<file path="config.mk">
export PLATFORM = sky130hd
export DESIGN_NAME = redmule_mx_slot_packer_flat
export DESIGN_NICKNAME = d
export VERILOG_FILES = /design/src/rtl/redmule_mx_slot_packer_if.sv /design/src/rtl/redmule_mx_slot_packer.sv /design/src/flat_wrapper.sv
export SDC_FILE = /design/constraint.sdc
export NUM_CORES = 1
export LEC_CHECK = 0
export BUFFER_PORTS_ARGS = -buffer_cell sky130_fd_sc_hd__buf_4
export CAP_MARGIN = 20
export CORE_AREA = 4 4 335 337
export CTS_CLUSTER_SIZE = 10
export DETAILED_ROUTE_END_ITERATION = 10
export DIE_AREA = 0 0 339 341
export PLACE_DENSITY = 0.7
export REMOVE_ABC_BUFFERS = 1
export SYNTH_ARGS = -nofsm -noshare
export SYNTH_HDL_FRONTEND = slang
export SYNTH_SLANG_ARGS = --single-unit
</file>
<file path="constraint.sdc">
create_clock -name clk_i -period 40.9 [get_ports clk_i]
set_clock_uncertainty 0.15 [all_clocks]
set_input_delay 6.135 -clock clk_i [delete_from_list [all_inputs] [get_ports clk_i]]
set_output_delay 6.135 -clock clk_i [all_outputs]
set_load 0.02 [all_outputs]
</file>
<file path="src/rtl/redmule_mx_slot_packer_if.sv">
// Valid/ready beat stream with byte strobes, used for the packed output beats.
interface redmule_mx_slot_packer_if #(
  parameter int unsigned DATAW = 512
);
  logic               valid;
  logic               ready;
  logic [DATAW-1:0]   data;
  logic [DATAW/8-1:0] strb;

  modport master (output valid, output data, output strb, input ready);
  modport slave  (input valid, input data, input strb, output ready);
endinterface

</file>
<file path="src/rtl/redmule_mx_slot_packer.sv">
// Packs pairs of MX slots into wide output beats, keeping each slot's shared
// exponent in a parallel FIFO. In FP16 mode every slot becomes its own
// half-populated beat. A flush emits a lone pending slot as a half beat.
module redmule_mx_slot_packer #(
  parameter int unsigned DATAW_ALIGN     = 512,
  parameter int unsigned MX_DATA_W       = 256,
  parameter int unsigned BEAT_FIFO_DEPTH = 2,
  parameter int unsigned EXP_FIFO_DEPTH  = 4
) (
  input  logic                     clk_i,
  input  logic                     rst_ni,
  input  logic                     clear_i,
  input  logic                     mx_enable_i,
  input  logic                     slot_valid_i,
  output logic                     slot_ready_o,
  input  logic [MX_DATA_W-1:0]     slot_data_i,
  input  logic [7:0]               slot_exp_i,
  input  logic                     flush_i,
  redmule_mx_slot_packer_if.master z_data_o,
  output logic                     exp_valid_o,
  input  logic                     exp_ready_i,
  output logic [7:0]               exp_data_o,
  output logic                     idle_o
);

  localparam int unsigned STRBW      = DATAW_ALIGN / 8;
  localparam int unsigned HALF_STRBW = MX_DATA_W / 8;
  localparam int unsigned BPW        = (BEAT_FIFO_DEPTH > 1) ? $clog2(BEAT_FIFO_DEPTH) : 1;
  localparam int unsigned BCW        = $clog2(BEAT_FIFO_DEPTH + 1);
  localparam int unsigned EPW        = (EXP_FIFO_DEPTH > 1) ? $clog2(EXP_FIFO_DEPTH) : 1;
  localparam int unsigned ECW        = $clog2(EXP_FIFO_DEPTH + 1);

  localparam logic [BCW-1:0] BEAT_DEPTH = BCW'(BEAT_FIFO_DEPTH);
  localparam logic [BPW-1:0] BEAT_LAST  = BPW'(BEAT_FIFO_DEPTH - 1);
  localparam logic [ECW-1:0] EXP_DEPTH  = ECW'(EXP_FIFO_DEPTH);
  localparam logic [EPW-1:0] EXP_LAST   = EPW'(EXP_FIFO_DEPTH - 1);

  // Assembly state: lower slot held while waiting for its partner
  logic [MX_DATA_W-1:0] lo_q;
  logic                 half_q;
  logic                 flush_pend_q;

  // Beat FIFO
  logic [DATAW_ALIGN-1:0] beat_data_mem [BEAT_FIFO_DEPTH];
  logic [STRBW-1:0]       beat_strb_mem [BEAT_FIFO_DEPTH];
  logic [BPW-1:0]         beat_wr_ptr_q;
  logic [BPW-1:0]         beat_rd_ptr_q;
  logic [BCW-1:0]         beat_count_q;

  // Exponent FIFO
  logic [7:0]     exp_mem [EXP_FIFO_DEPTH];
  logic [EPW-1:0] exp_wr_ptr_q;
  logic [EPW-1:0] exp_rd_ptr_q;
  logic [ECW-1:0] exp_count_q;

  logic beat_space, exp_space, mx_ready;
  logic accept, mx_accept, fp_accept, flush_fire;
  logic beat_push, beat_pop, exp_push, exp_pop;
  logic beat_valid;
  logic [DATAW_ALIGN-1:0] push_data;
  logic [STRBW-1:0]       push_strb;

  function automatic logic [BPW-1:0] beat_ptr_inc(input logic [BPW-1:0] p);
    return (p == BEAT_LAST) ? '0 : p + 1'b1;
  endfunction

  function automatic logic [EPW-1:0] exp_ptr_inc(input logic [EPW-1:0] p);
    return (p == EXP_LAST) ? '0 : p + 1'b1;
  endfunction

  // Ready depends only on registered occupancy and the mode select
  assign beat_space   = (beat_count_q < BEAT_DEPTH);
  assign exp_space    = (exp_count_q < EXP_DEPTH);
  assign mx_ready     = !flush_pend_q && exp_space && (!half_q || beat_space);
  assign slot_ready_o = mx_enable_i ? mx_ready : beat_space;

  assign accept     = slot_valid_i && slot_ready_o;
  assign mx_accept  = accept && mx_enable_i;
  assign fp_accept  = accept && !mx_enable_i;
  // A flush never competes with an accepted slot for the single push port
  assign flush_fire = flush_pend_q && half_q && beat_space && !accept;

  assign beat_valid = (beat_count_q != '0);
  assign beat_push  = (mx_accept && half_q) || fp_accept || flush_fire;
  assign beat_pop   = beat_valid && z_data_o.ready;
  assign exp_push   = mx_accept;
  assign exp_pop    = exp_valid_o && exp_ready_i;

  // Select the beat being written: full pair, FP16 slot, or flushed half
  always_comb begin
    push_data = '0;
    push_strb = '0;
    if (mx_accept && half_q) begin
      push_data = {slot_data_i, lo_q};
      push_strb = '1;
    end else if (fp_accept) begin
      push_data[MX_DATA_W-1:0]  = slot_data_i;
      push_strb[HALF_STRBW-1:0] = '1;
    end else if (flush_fire) begin
      push_data[MX_DATA_W-1:0]  = lo_q;
      push_strb[HALF_STRBW-1:0] = '1;
    end
  end

  // Storage: FIFO contents and the held lower slot are not reset
  always_ff @(posedge clk_i) begin
    if (beat_push) begin
      beat_data_mem[beat_wr_ptr_q] <= push_data;
      beat_strb_mem[beat_wr_ptr_q] <= push_strb;
    end
    if (exp_push) begin
      exp_mem[exp_wr_ptr_q] <= slot_exp_i;
    end
    if (mx_accept && !half_q) begin
      lo_q <= slot_data_i;
    end
  end

  // Control: pointers, counts, assembly flag and pending flush
  always_ff @(posedge clk_i) begin
    if (!rst_ni || clear_i) begin
      beat_wr_ptr_q <= '0;
      beat_rd_ptr_q <= '0;
      beat_count_q  <= '0;
      exp_wr_ptr_q  <= '0;
      exp_rd_ptr_q  <= '0;
      exp_count_q   <= '0;
      half_q        <= 1'b0;
      flush_pend_q  <= 1'b0;
    end else begin
      if (beat_push) beat_wr_ptr_q <= beat_ptr_inc(beat_wr_ptr_q);
      if (beat_pop)  beat_rd_ptr_q <= beat_ptr_inc(beat_rd_ptr_q);
      if (beat_push && !beat_pop)      beat_count_q <= beat_count_q + 1'b1;
      else if (!beat_push && beat_pop) beat_count_q <= beat_count_q - 1'b1;

      if (exp_push) exp_wr_ptr_q <= exp_ptr_inc(exp_wr_ptr_q);
      if (exp_pop)  exp_rd_ptr_q <= exp_ptr_inc(exp_rd_ptr_q);
      if (exp_push && !exp_pop)      exp_count_q <= exp_count_q + 1'b1;
      else if (!exp_push && exp_pop) exp_count_q <= exp_count_q - 1'b1;

      if (mx_accept)       half_q <= !half_q;
      else if (flush_fire) half_q <= 1'b0;

      // A new request wins over retiring the current one
      if (flush_i)                                    flush_pend_q <= 1'b1;
      else if (flush_pend_q && (!half_q || flush_fire)) flush_pend_q <= 1'b0;
    end
  end

  assign z_data_o.valid = beat_valid;
  assign z_data_o.data  = beat_valid ? beat_data_mem[beat_rd_ptr_q] : '0;
  assign z_data_o.strb  = beat_valid ? beat_strb_mem[beat_rd_ptr_q] : '0;

  assign exp_valid_o = (exp_count_q != '0);
  assign exp_data_o  = exp_valid_o ? exp_mem[exp_rd_ptr_q] : 8'h00;

  assign idle_o = !half_q && !flush_pend_q && (beat_count_q == '0) && (exp_count_q == '0);

endmodule

</file>
<file path="src/flat_wrapper.sv">
// flat-port wrapper written by rule: the top's interface ports become plain ports
module redmule_mx_slot_packer_flat 
#(
  parameter int unsigned DATAW_ALIGN     = 512,
  parameter int unsigned MX_DATA_W       = 256,
  parameter int unsigned BEAT_FIFO_DEPTH = 2,
  parameter int unsigned EXP_FIFO_DEPTH  = 4
)
  (clk_i, rst_ni, clear_i, mx_enable_i, slot_valid_i, slot_ready_o, slot_data_i, slot_exp_i, flush_i, exp_valid_o, exp_ready_i, exp_data_o, idle_o, z_data_o_valid, z_data_o_data, z_data_o_strb, z_data_o_ready);
  redmule_mx_slot_packer_if #(.DATAW((512))) z_data_o_i ();
  input  logic clk_i;
  input  logic rst_ni;
  input  logic clear_i;
  input  logic mx_enable_i;
  input  logic slot_valid_i;
  output logic slot_ready_o;
  input  logic [MX_DATA_W-1:0] slot_data_i;
  input  logic [7:0] slot_exp_i;
  input  logic flush_i;
  output logic exp_valid_o;
  input  logic exp_ready_i;
  output logic [7:0] exp_data_o;
  output logic idle_o;
  output wire logic [$bits(z_data_o_i.valid)-1:0] z_data_o_valid;
  output wire logic [$bits(z_data_o_i.data)-1:0] z_data_o_data;
  output wire logic [$bits(z_data_o_i.strb)-1:0] z_data_o_strb;
  input wire logic [$bits(z_data_o_i.ready)-1:0] z_data_o_ready;
  assign z_data_o_valid = z_data_o_i.valid;
  assign z_data_o_data = z_data_o_i.data;
  assign z_data_o_strb = z_data_o_i.strb;
  assign z_data_o_i.ready = z_data_o_ready;
  redmule_mx_slot_packer #(.DATAW_ALIGN(DATAW_ALIGN), .MX_DATA_W(MX_DATA_W), .BEAT_FIFO_DEPTH(BEAT_FIFO_DEPTH), .EXP_FIFO_DEPTH(EXP_FIFO_DEPTH)) u_core (.clk_i(clk_i), .rst_ni(rst_ni), .clear_i(clear_i), .mx_enable_i(mx_enable_i), .slot_valid_i(slot_valid_i), .slot_ready_o(slot_ready_o), .slot_data_i(slot_data_i), .slot_exp_i(slot_exp_i), .flush_i(flush_i), .z_data_o(z_data_o_i), .exp_valid_o(exp_valid_o), .exp_ready_i(exp_ready_i), .exp_data_o(exp_data_o), .idle_o(idle_o));
endmodule
</file>
# Yosys cells after proc, flatten, opt, wreduce, memory -nomap -nowiden

Memory sizes are Yosys's and may differ from the RTL's. A register that Yosys moved wholly into a read port is not among the register bits.
Cells that the tools add are included.

Flip-flop bits (word level): 269
Bits in latches: 0
RAM bits: 1184
ROM bits: 0
Input bits: 272
Output and inout port bits: 588
Memories: 3

Memory list:

| memory               | words | bits a word | rd ports | clocked after memory_dff | wr ports | line                         | RTL |
|---|---|---|---|---|---|---|---|
| u_core.beat_data_mem | 2     | 512         | 1        | 1                        | 1        | redmule_mx_slot_packer.sv:44 | `logic [DATAW_ALIGN-1:0] beat_data_mem [BEAT_FIFO_DEPTH];` |
| u_core.beat_strb_mem | 2     | 64          | 1        | 1                        | 1        | redmule_mx_slot_packer.sv:45 | `logic [STRBW-1:0] beat_strb_mem [BEAT_FIFO_DEPTH];` |
| u_core.exp_mem       | 4     | 8           | 1        | 1                        | 1        | redmule_mx_slot_packer.sv:51 | `logic [7:0] exp_mem [EXP_FIFO_DEPTH];` |

$add $sub $neg: 8
Multiply operators: 0
Divide/modulo/power cells: 0
Order comparisons: 2
Eq/ne operators: 2
Shift operators: 0
Muxes and demuxes: 34
Bitwise operators: 0
Reductions and logical operators: 42

Operators by type and width:

| cell                                                                | number |
|---|---|
| 256-bit two-way mux                                                 | 4 |
| 512-bit two-way mux                                                 | 1 |
| 32-bit two-way mux                                                  | 4 |
| 64-bit two-way mux                                                  | 1 |
| 1-bit logical AND                                                   | 20 |
| 1-bit two-way mux                                                   | 15 |
| 2-bit two-way mux                                                   | 6 |
| 2-bit nonzero test                                                  | 5 |
| 1-bit logical NOT                                                   | 9 |
| 8-bit two-way mux                                                   | 1 |
| 2-bit by 1-bit adder with 2-bit output (second input constant)      | 3 |
| 3-bit two-way mux                                                   | 2 |
| 1-bit logical OR                                                    | 5 |
| 2-bit == test (second input constant)                               | 2 |
| 3-bit by 1-bit adder with 3-bit output (second input constant)      | 1 |
| 3-bit logical NOT                                                   | 1 |
| 3-bit < comparator (second input constant)                          | 1 |
| 3-bit nonzero test                                                  | 1 |
| 3-bit by 1-bit subtractor with 3-bit output (second input constant) | 1 |
| 1-bit adder (second input constant)                                 | 2 |
| 2-bit logical NOT                                                   | 1 |
| 2-bit < comparator (second input constant)                          | 1 |
| 2-bit by 1-bit subtractor with 2-bit output (second input constant) | 1 |

# Depth between registers and ports, before layout

Gate-level depths: netlist (run 1).

Depth after elaboration: 13
Depth in mapped cells: 9

# Worst setup path before layout (run 1)

No wires, ideal clock.

Kind: input to register
From: input mx_enable_i
To: memory u_core.beat_data_mem[0][0] (enable)
Setup time: 1468 ps
Arrival time: 29228 ps
Slack: 10055 ps
Stages on the path: 5
Path buffers: 1
Cells stage by stage: nand2b_1 o2111a_1 buf_4 or2_2 nor2b_1

Word-level cells in the longest chain between the ends: 8
Elaborated cells on any way between the ends: 12
Those cells by class: 3 x mux; 9 x reduce/logical

RTL lines:

| what                                        | line                          | RTL |
|---|---|---|
| from (decl)                                 | flat_wrapper.sv:14            | `input logic mx_enable_i;` |
| 1-bit two-way mux                           | redmule_mx_slot_packer.sv:75  | `assign slot_ready_o = mx_enable_i ? mx_ready : beat_space;` |
| 1-bit logical AND                           | redmule_mx_slot_packer.sv:77  | `assign accept = slot_valid_i && slot_ready_o;` |
| 1-bit logical AND                           | redmule_mx_slot_packer.sv:78  | `assign mx_accept = accept && mx_enable_i;` |
| 1-bit logical AND                           | redmule_mx_slot_packer.sv:84  | `assign beat_push = (mx_accept && half_q) \|\| fp_accept \|\| flush_fire;` |
| 1-bit logical OR                            | redmule_mx_slot_packer.sv:84  |  |
| 1-bit logical OR (*)                        | redmule_mx_slot_packer.sv:84  |  |
| net u_core.beat_push                        | redmule_mx_slot_packer.sv:58  | `logic beat_push, beat_pop, exp_push, exp_pop;` |
| 1-bit two-way mux (*)                       | redmule_mx_slot_packer.sv:107 | `if (beat_push) begin` |
| 1-bit two-way mux (implied by the code) (*) | redmule_mx_slot_packer.sv:108 | `beat_data_mem[beat_wr_ptr_q] <= push_data;` |
| to (decl)                                   | redmule_mx_slot_packer.sv:44  |  |

The timed path passes the listed nets; every way through them passes the cells marked *.

# Worst setup path in the final report (run 1)

From: input mx_enable_i
To: output slot_ready_o

Word-level cells in the longest chain between the ends: 1

RTL lines:

| what              | line                         | RTL |
|---|---|---|
| 1-bit two-way mux | redmule_mx_slot_packer.sv:75 |  |
| to (decl)         | flat_wrapper.sv:16           | `output logic slot_ready_o;` |

Every way passes these cells.

==> results.sh, run 1 <==
export IMPL_path_clk_slew_ns=0.05
export IMPL_routed_wl_mm=130
export IMPL_cts_sinks=1332
export IMPL_synth_seq_cells=1332
export IMPL_busiest_layer="met2"
export IMPL_drv_cap=0
export IMPL_critPathKind="input pin to primary output"
export IMPL_drc=0
export IMPL_post_route_util_pct=59.2
export IMPL_num_vias=30100
export IMPL_rsz0062_at_grt="no"
export IMPL_synth_area_sq_mm=0.0530
export IMPL_hold_viol_final=0
export IMPL_power_frac_comb_pct=9.0
export IMPL_grt_overflow=0
export IMPL_mostFrequentLayoutCells="1316 x edfxtp_1, 900 x buf_4, 522 x nor2_1"
export IMPL_synth_area_leaders="edfxtp_1 75%, mux2i_1 9.8%, a22o_1 4.2%"
export IMPL_synth_cell_type_count=35
export IMPL_insertion_delay_ns=0.74
export IMPL_ctsHoldBuffers=0
export IMPL_dieArea_sq_mm=0.116
export IMPL_place_gp_congestion=0.819
export IMPL_arrival_ns=6.65
export IMPL_use_met1_pct=27.5
export IMPL_min_period_ns=12.93
export IMPL_ctsRootBufferMaster="clkbuf_16"
export IMPL_postCtsSetupBuffers=0
export IMPL_cts_buffer_depth=3
export IMPL_core_area_sq_mm=0.109
export IMPL_p_leak_nw=23.5
export IMPL_slew_headroom_pct=11.4
export IMPL_dp_cells=5279
export IMPL_ios=860
export IMPL_wire_per_inst_um=23.7
export IMPL_internal_power_w=0.00234
export IMPL_syn2layout_area_growth_pct=21.5
export IMPL_stdcell_count=5497
export IMPL_final_common_cell="edfxtp_1"
export IMPL_finalSetupViolCount=0
export IMPL_r2r_slack_ns=35.79
export IMPL_status="finished clean"
export IMPL_yosysTopAreaCellShare_pct=74.5
export IMPL_nNetsFinal=4300
export IMPL_yosysWarnings=0
export IMPL_vias_per_cell=5.47
export IMPL_dr_pass1_iters=6
export IMPL_sw_frac_of_total_pct=22.7
export IMPL_drive_gt1_share_pct=27.0
export IMPL_port_buffers=859
export IMPL_numCtsBuffers=153
export IMPL_final_max_slew_viol_count=0
export IMPL_postRouteAntennaNets=0
export IMPL_finalCritPeriodShare_pct=31.6
export IMPL_cts_tree="done"
export IMPL_grt_usage_pct=21.6
export IMPL_die_h_um=341
export IMPL_synthCells=3228
export IMPL_ctsHtreeMaxLevel=4
export IMPL_drtIter0Drc=2264
export IMPL_grt_pass1_wl_mm=189
export IMPL_fill_cells=8169
export IMPL_tns_ns=0
export IMPL_cts_resized=0
export IMPL_end_kind="primary output"
export IMPL_clkPwrFrac_pct=39.5
export IMPL_ys_seq_area_share_pct=75.1
export IMPL_antenna_found_initial=23
export IMPL_grt_pass1_vias=30300
export IMPL_seqPwrFrac_pct=51.6
export IMPL_avgSynthCellArea_sq_um=16.4
export IMPL_grt_use_met3_pct=5.79
export IMPL_hp_class="register to register"
export IMPL_hpwlAfterDp_mm=80.3
export IMPL_start_kind="input pin"
export IMPL_cp_max_fo=4
export IMPL_vdd_drop_max_mv=0.0360
export IMPL_tightest_slew_ns=1.33
export IMPL_p_sw_w=0.000688
export IMPL_grt_start_max_net_pins=155
export IMPL_initial_core_util_pct=48.7
export IMPL_worst_ep_required_time_ns=34.62
export IMPL_fin_hold_ws_ns=0.333
export IMPL_power_density_mw_per_mm2=47.0
export IMPL_yosys_area_top_type="edfxtp_1"
export IMPL_max_freq_mhz=77.3
export IMPL_num_rows=121
export IMPL_grt_util_met2_pct=35.5
export IMPL_die_w_um=339
[cell families (layout without fill, tap and decap cells)]
logic type                 Yosys count  after routing  synth area share (%)
and+or+nand+nor                    818            818                  7.20
other                                0             18                     0
buffers and inverters              272           1109                  2.92
DFF                               1332           1332                  75.1
xor gates and xnor gates             5              5                0.0826
adders and majority gates            8              8                 0.203
AOI/OAI and AO/OA                  268            268                  4.37
muxes                              525            525                  10.1
[layer usage]
metal / share of wire [%] / vias to the layer above
met5: 0.031 / -
met4: 3.3 / 6
met3: 7.9 / 225
met2: 50 / 1149
met1: 39 / 15100
li1: - / 13600
[power groups by stage]
stage          registers, W  logic (W)  clock network, W
2_1_floorplan       0.00163   0.000176                 0
3_3_place_gp        0.00159   0.000272                 0
3_5_place_dp        0.00159   0.000274                 0
4_1_cts             0.00156   0.000275           0.00122
5_1_grt             0.00156   0.000290           0.00128
6_report            0.00156   0.000272           0.00119
[state kept, by name, summed over array words and instances, names as in the netlist, named ones only]
signal and cells:
u_core.beat_data_mem 1024, u_core.lo_q 256, u_core.exp_mem 32, u_core.beat_strb_mem 4, u_core.exp_count_q 3, u_core.beat_count_q 2, u_core.exp_rd_ptr_q 2, u_core.exp_wr_ptr_q 2
u_core.beat_rd_ptr_q 1, u_core.beat_wr_ptr_q 1, u_core.flush_pend_q 1, u_core.half_q 1
[synth_stat cells (all sizes together)]
| cell type | number |
|---|---|
| edfxtp | 1316 |
| ha | 7 |
| nor4 | 1 |
| mux4 | 8 |
| fa | 1 |
| dfxtp | 16 |
| mux2i | 517 |
| xor2 | 5 |
| nor2b | 2 |
| nor3 | 3 |
| nand4bb | 1 |
| nand2 | 5 |
| buf | 225 |
| and2 | 268 |
| nor3b | 1 |
| inv | 5 |
| or2 | 2 |
| or3 | 4 |
| clkbuf | 42 |
| nor2 | 527 |
| a21oi | 6 |
| a31oi | 1 |
| nand2b | 3 |
| o21a | 2 |
| o2111a | 1 |
| a22o | 256 |
| nand3 | 1 |
| o21ai | 2 |
[critical path: stages]
cell	delay, ns
buf_4	0.13
o21a_1	0.09
a21oi_1	0.13
buf_4	0.16
[final cells by class]
cell class | count | area [sq um] | area share [%]
Clock inverter | 16 | 236 | 0.367
Timing Repair Buffer | 904 | 6840 | 10.6
Multi-Input combinational cell | 1624 | 11700 | 18.1
Inverter | 5 | 18.8 | 0.0291
Sequential cell | 1332 | 39800 | 61.8
Antenna cell | 18 | 45.0 | 0.0699
Tap cell | 1414 | 1770 | 2.74
Clock buffer | 184 | 4010 | 6.22
[path summary, 6_finish.rpt]
path / start / end / cells after the start
setup reg to reg: u_core.beat_count_q[1]$_SDFFE_PP0P_ / u_core.beat_data_mem[0][372]$_DFFE_PP_ / 7
hold reg to reg: u_core.exp_rd_ptr_q[1]$_SDFFE_PP0P_ / u_core.exp_rd_ptr_q[1]$_SDFFE_PP0P_ / 2
hold / removal: u_core.exp_rd_ptr_q[1]$_SDFFE_PP0P_ / u_core.exp_rd_ptr_q[1]$_SDFFE_PP0P_ / 2
setup / recovery: mx_enable_i / slot_ready_o / 4
[through the flow]
step                area (sq um)  total power [W]  setup WS, ns
floorplan                  51500          0.00181        -18.42
global placement           60200          0.00186         27.95
detailed placement         60200          0.00186         27.97
CTS                        64400          0.00306         27.97
global route               64400          0.00314         27.90
finish                     64500          0.00303         27.97
No activity file was read; power rests on OpenSTA's default activity.
==> inputs of run 2 (changes only) <==
==> constraint.sdc (replaced) <==
create_clock -name clk_i -period 13.05 [get_ports clk_i]
set_clock_uncertainty 0.15 [all_clocks]
set_input_delay 1.9575 -clock clk_i [delete_from_list [all_inputs] [get_ports clk_i]]
set_output_delay 1.9575 -clock clk_i [all_outputs]
set_load 0.02 [all_outputs]
==> run 2 against run 1 <==
Core utilization barely moved. Critical path type is now register to primary output. Critical path depth increased by 2. Non-clock buffer count down 6. Highest routed layer unchanged.
==> results.sh, run 2 (same netlist as run 1, synthesis figures left out) <==
export IMPL_grt_overflow=0
export IMPL_wire_per_inst_um=23.7
export IMPL_status="finished clean"
export IMPL_path_clk_slew_ns=0.06
export IMPL_routed_wl_mm=130
export IMPL_largest_reg_flops=1024
export IMPL_slew_headroom_pct=0.897
export IMPL_rsz0062_at_grt="no"
export IMPL_crit_chain="nor2_4 > buf_4 > buf_4 > buf_4 > nor2_1 > buf_4"
export IMPL_finalCritPeriodShare_pct=50.0
export IMPL_worstRegToRegCells=4
export IMPL_postRouteAntennaNets=0
export IMPL_mostFrequentLayoutCells="1316 x edfxtp_1, 890 x buf_4, 522 x nor2_1"
export IMPL_cts_tree="done"
export IMPL_place_gp_congestion=0.812
export IMPL_max_freq_mhz=153
export IMPL_dieArea_sq_mm=0.116
export IMPL_dr_pass1_iters=5
export IMPL_fin_hold_ws_ns=0.332
export IMPL_tightest_slew_ns=1.49
export IMPL_cts_buffer_depth=3
export IMPL_hold_viol_final=0
export IMPL_finalSetupViolCount=0
export IMPL_max_stage_delay_ns=0.82
export IMPL_die_w_um=339
export IMPL_path_common_cell="buf_4"
export IMPL_drive_gt1_share_pct=26.9
export IMPL_nNetsFinal=4294
export IMPL_r2r_start="u_core.beat_count_q[1]$_SDFFE_PP0P_"
export IMPL_num_vias=30100
export IMPL_vias_per_cell=5.48
export IMPL_antenna_found_initial=21
export IMPL_hpwlAfterDp_mm=80.6
export IMPL_drc=0
export IMPL_numCtsBuffers=153
export IMPL_core_area_sq_mm=0.109
export IMPL_regMostFlops="u_core.beat_data_mem"
export IMPL_cp_max_fo=93
export IMPL_arrival_ns=4.42
export IMPL_final_max_slew_viol_count=0
export IMPL_cts_resized=0
export IMPL_r2r_slack_ns=8.51
export IMPL_die_h_um=341
export IMPL_top_regs="u_core.beat_data_mem (1024), u_core.lo_q (256), u_core.exp_mem (32)"
export IMPL_slowest_stage="buf_4"
export IMPL_ctsRootBufferMaster="clkbuf_16"
export IMPL_grt_usage_pct=21.4
export IMPL_num_rows=121
export IMPL_worst_ep_required_time_ns=10.94
export IMPL_min_period_ns=6.53
export IMPL_multiInputGateArea_sq_mm=0.0117
export IMPL_critPathKind="register to primary output"
export IMPL_cts_sinks=1332
export IMPL_ctsHtreeMaxLevel=4
export IMPL_port_buffers=859
export IMPL_fill_cells=8187
export IMPL_end_kind="primary output"
export IMPL_drtIter0Drc=2480
export IMPL_syn2layout_area_growth_pct=21.5
export IMPL_power_density_mw_per_mm2=147
export IMPL_r2r_end="u_core.beat_data_mem[1][131]$_DFFE_PP_"
export IMPL_min_from="u_core.exp_rd_ptr_q[1]$_SDFFE_PP0P_"
export IMPL_final_common_cell="edfxtp_1"
export IMPL_vdd_drop_max_mv=0.108
export IMPL_ctsHoldBuffers=0
export IMPL_p_leak_nw=23.5
export IMPL_min_path_cells=2
export IMPL_seq_area_sq_mm=0.0398
export IMPL_tns_ns=0
export IMPL_hp_class="register to register"
export IMPL_start_kind="register"
export IMPL_grt_start_max_net_pins=179
export IMPL_drv_cap=0
export IMPL_grt_pass1_wl_mm=188
export IMPL_grt_pass1_vias=29900
export IMPL_ios=860
export IMPL_postCtsSetupBuffers=0
export IMPL_initial_core_util_pct=48.7
export IMPL_power_w=0.00946
export IMPL_insertion_delay_ns=0.74
[run 2: cell count changes in the layout (fill, tap and decap cells not counted), sizes merged]
cell / before / now
buf: 904 / 898
bufinv: 1 / 0
clkbuf: 184 / 180
clkinv: 5 / 9
clkinvlp: 0 / 1
inv: 15 / 12
[run 2: worst max-delay path by stage]
stage               slack, ns                           startpoint                                      to  cells past startpoint
CTS                      6.47  u_core.beat_count_q[1]$_SDFFE_PP0P_                      z_data_o_data[101]                      6
detailed placement       6.77                          mx_enable_i  u_core.beat_data_mem[1][363]$_DFFE_PP_                      6
finish                   6.52  u_core.beat_count_q[1]$_SDFFE_PP0P_                      z_data_o_data[101]                      6
floorplan              -42.09  u_core.beat_count_q[1]$_SDFFE_PP0P_                        z_data_o_strb[0]                      2
global route             6.24  u_core.beat_count_q[1]$_SDFFE_PP0P_                      z_data_o_data[101]                      6
global placement         6.76                          mx_enable_i    u_core.beat_data_mem[1][1]$_DFFE_PP_                      6
[run 2: layer usage]
metal	wire length, um	track usage [%]	vias to the layer above
met2	64400	35.6	1200
li1	-	-	13600
met1	51900	27.6	15100
met4	3380	7.61	4
met5	26	0	-
met3	10300	5.18	177
[run 2: area by class of cell]
class	instances	area share, %
antenna	18	0.0699
timing repair buffer	898	10.6
clock buffer	180	6.20
inverter	5	0.0291
clock inverter	17	0.350
multi-input combinational	1624	18.2
sequential	1332	61.8
tap	1414	2.75
[run 2: where the power goes]
| part | switching, W | internal [W] |
|---|---|---|
| clock | 0.00157 | 0.00214 |
| combinational | 0.000549 | 0.000306 |
| sequential | 0.0000362 | 0.00486 |
| total | 0.00215 | 0.00731 |
[run 2: metrics by stage]
| step | instance area [sq um] | util [%] | instances | worst slack [ns] |
|---|---|---|---|---|
| 3_5_place_dp | 60200 | 55.3 | 5273 | 6.77 |
| 5_1_grt | 64400 | 59.2 | 5482 | 6.24 |
| 3_3_place_gp | 60200 | 55.3 | 5273 | 6.76 |
| 2_1_floorplan | 51500 | - | 2961 | -42.09 |
| 4_1_cts | 64400 | 59.2 | 5470 | 6.47 |
| 6_report | 64400 | 59.2 | 5488 | 6.52 |
[run 2: worst max-delay path: cells and delay by family (launching register included)]
family | cells | cell delay, ns
buffers and inverters | 4 | 2.51
AND/OR/NAND/NOR | 2 | 0.52
flip-flops | 1 | 0.45
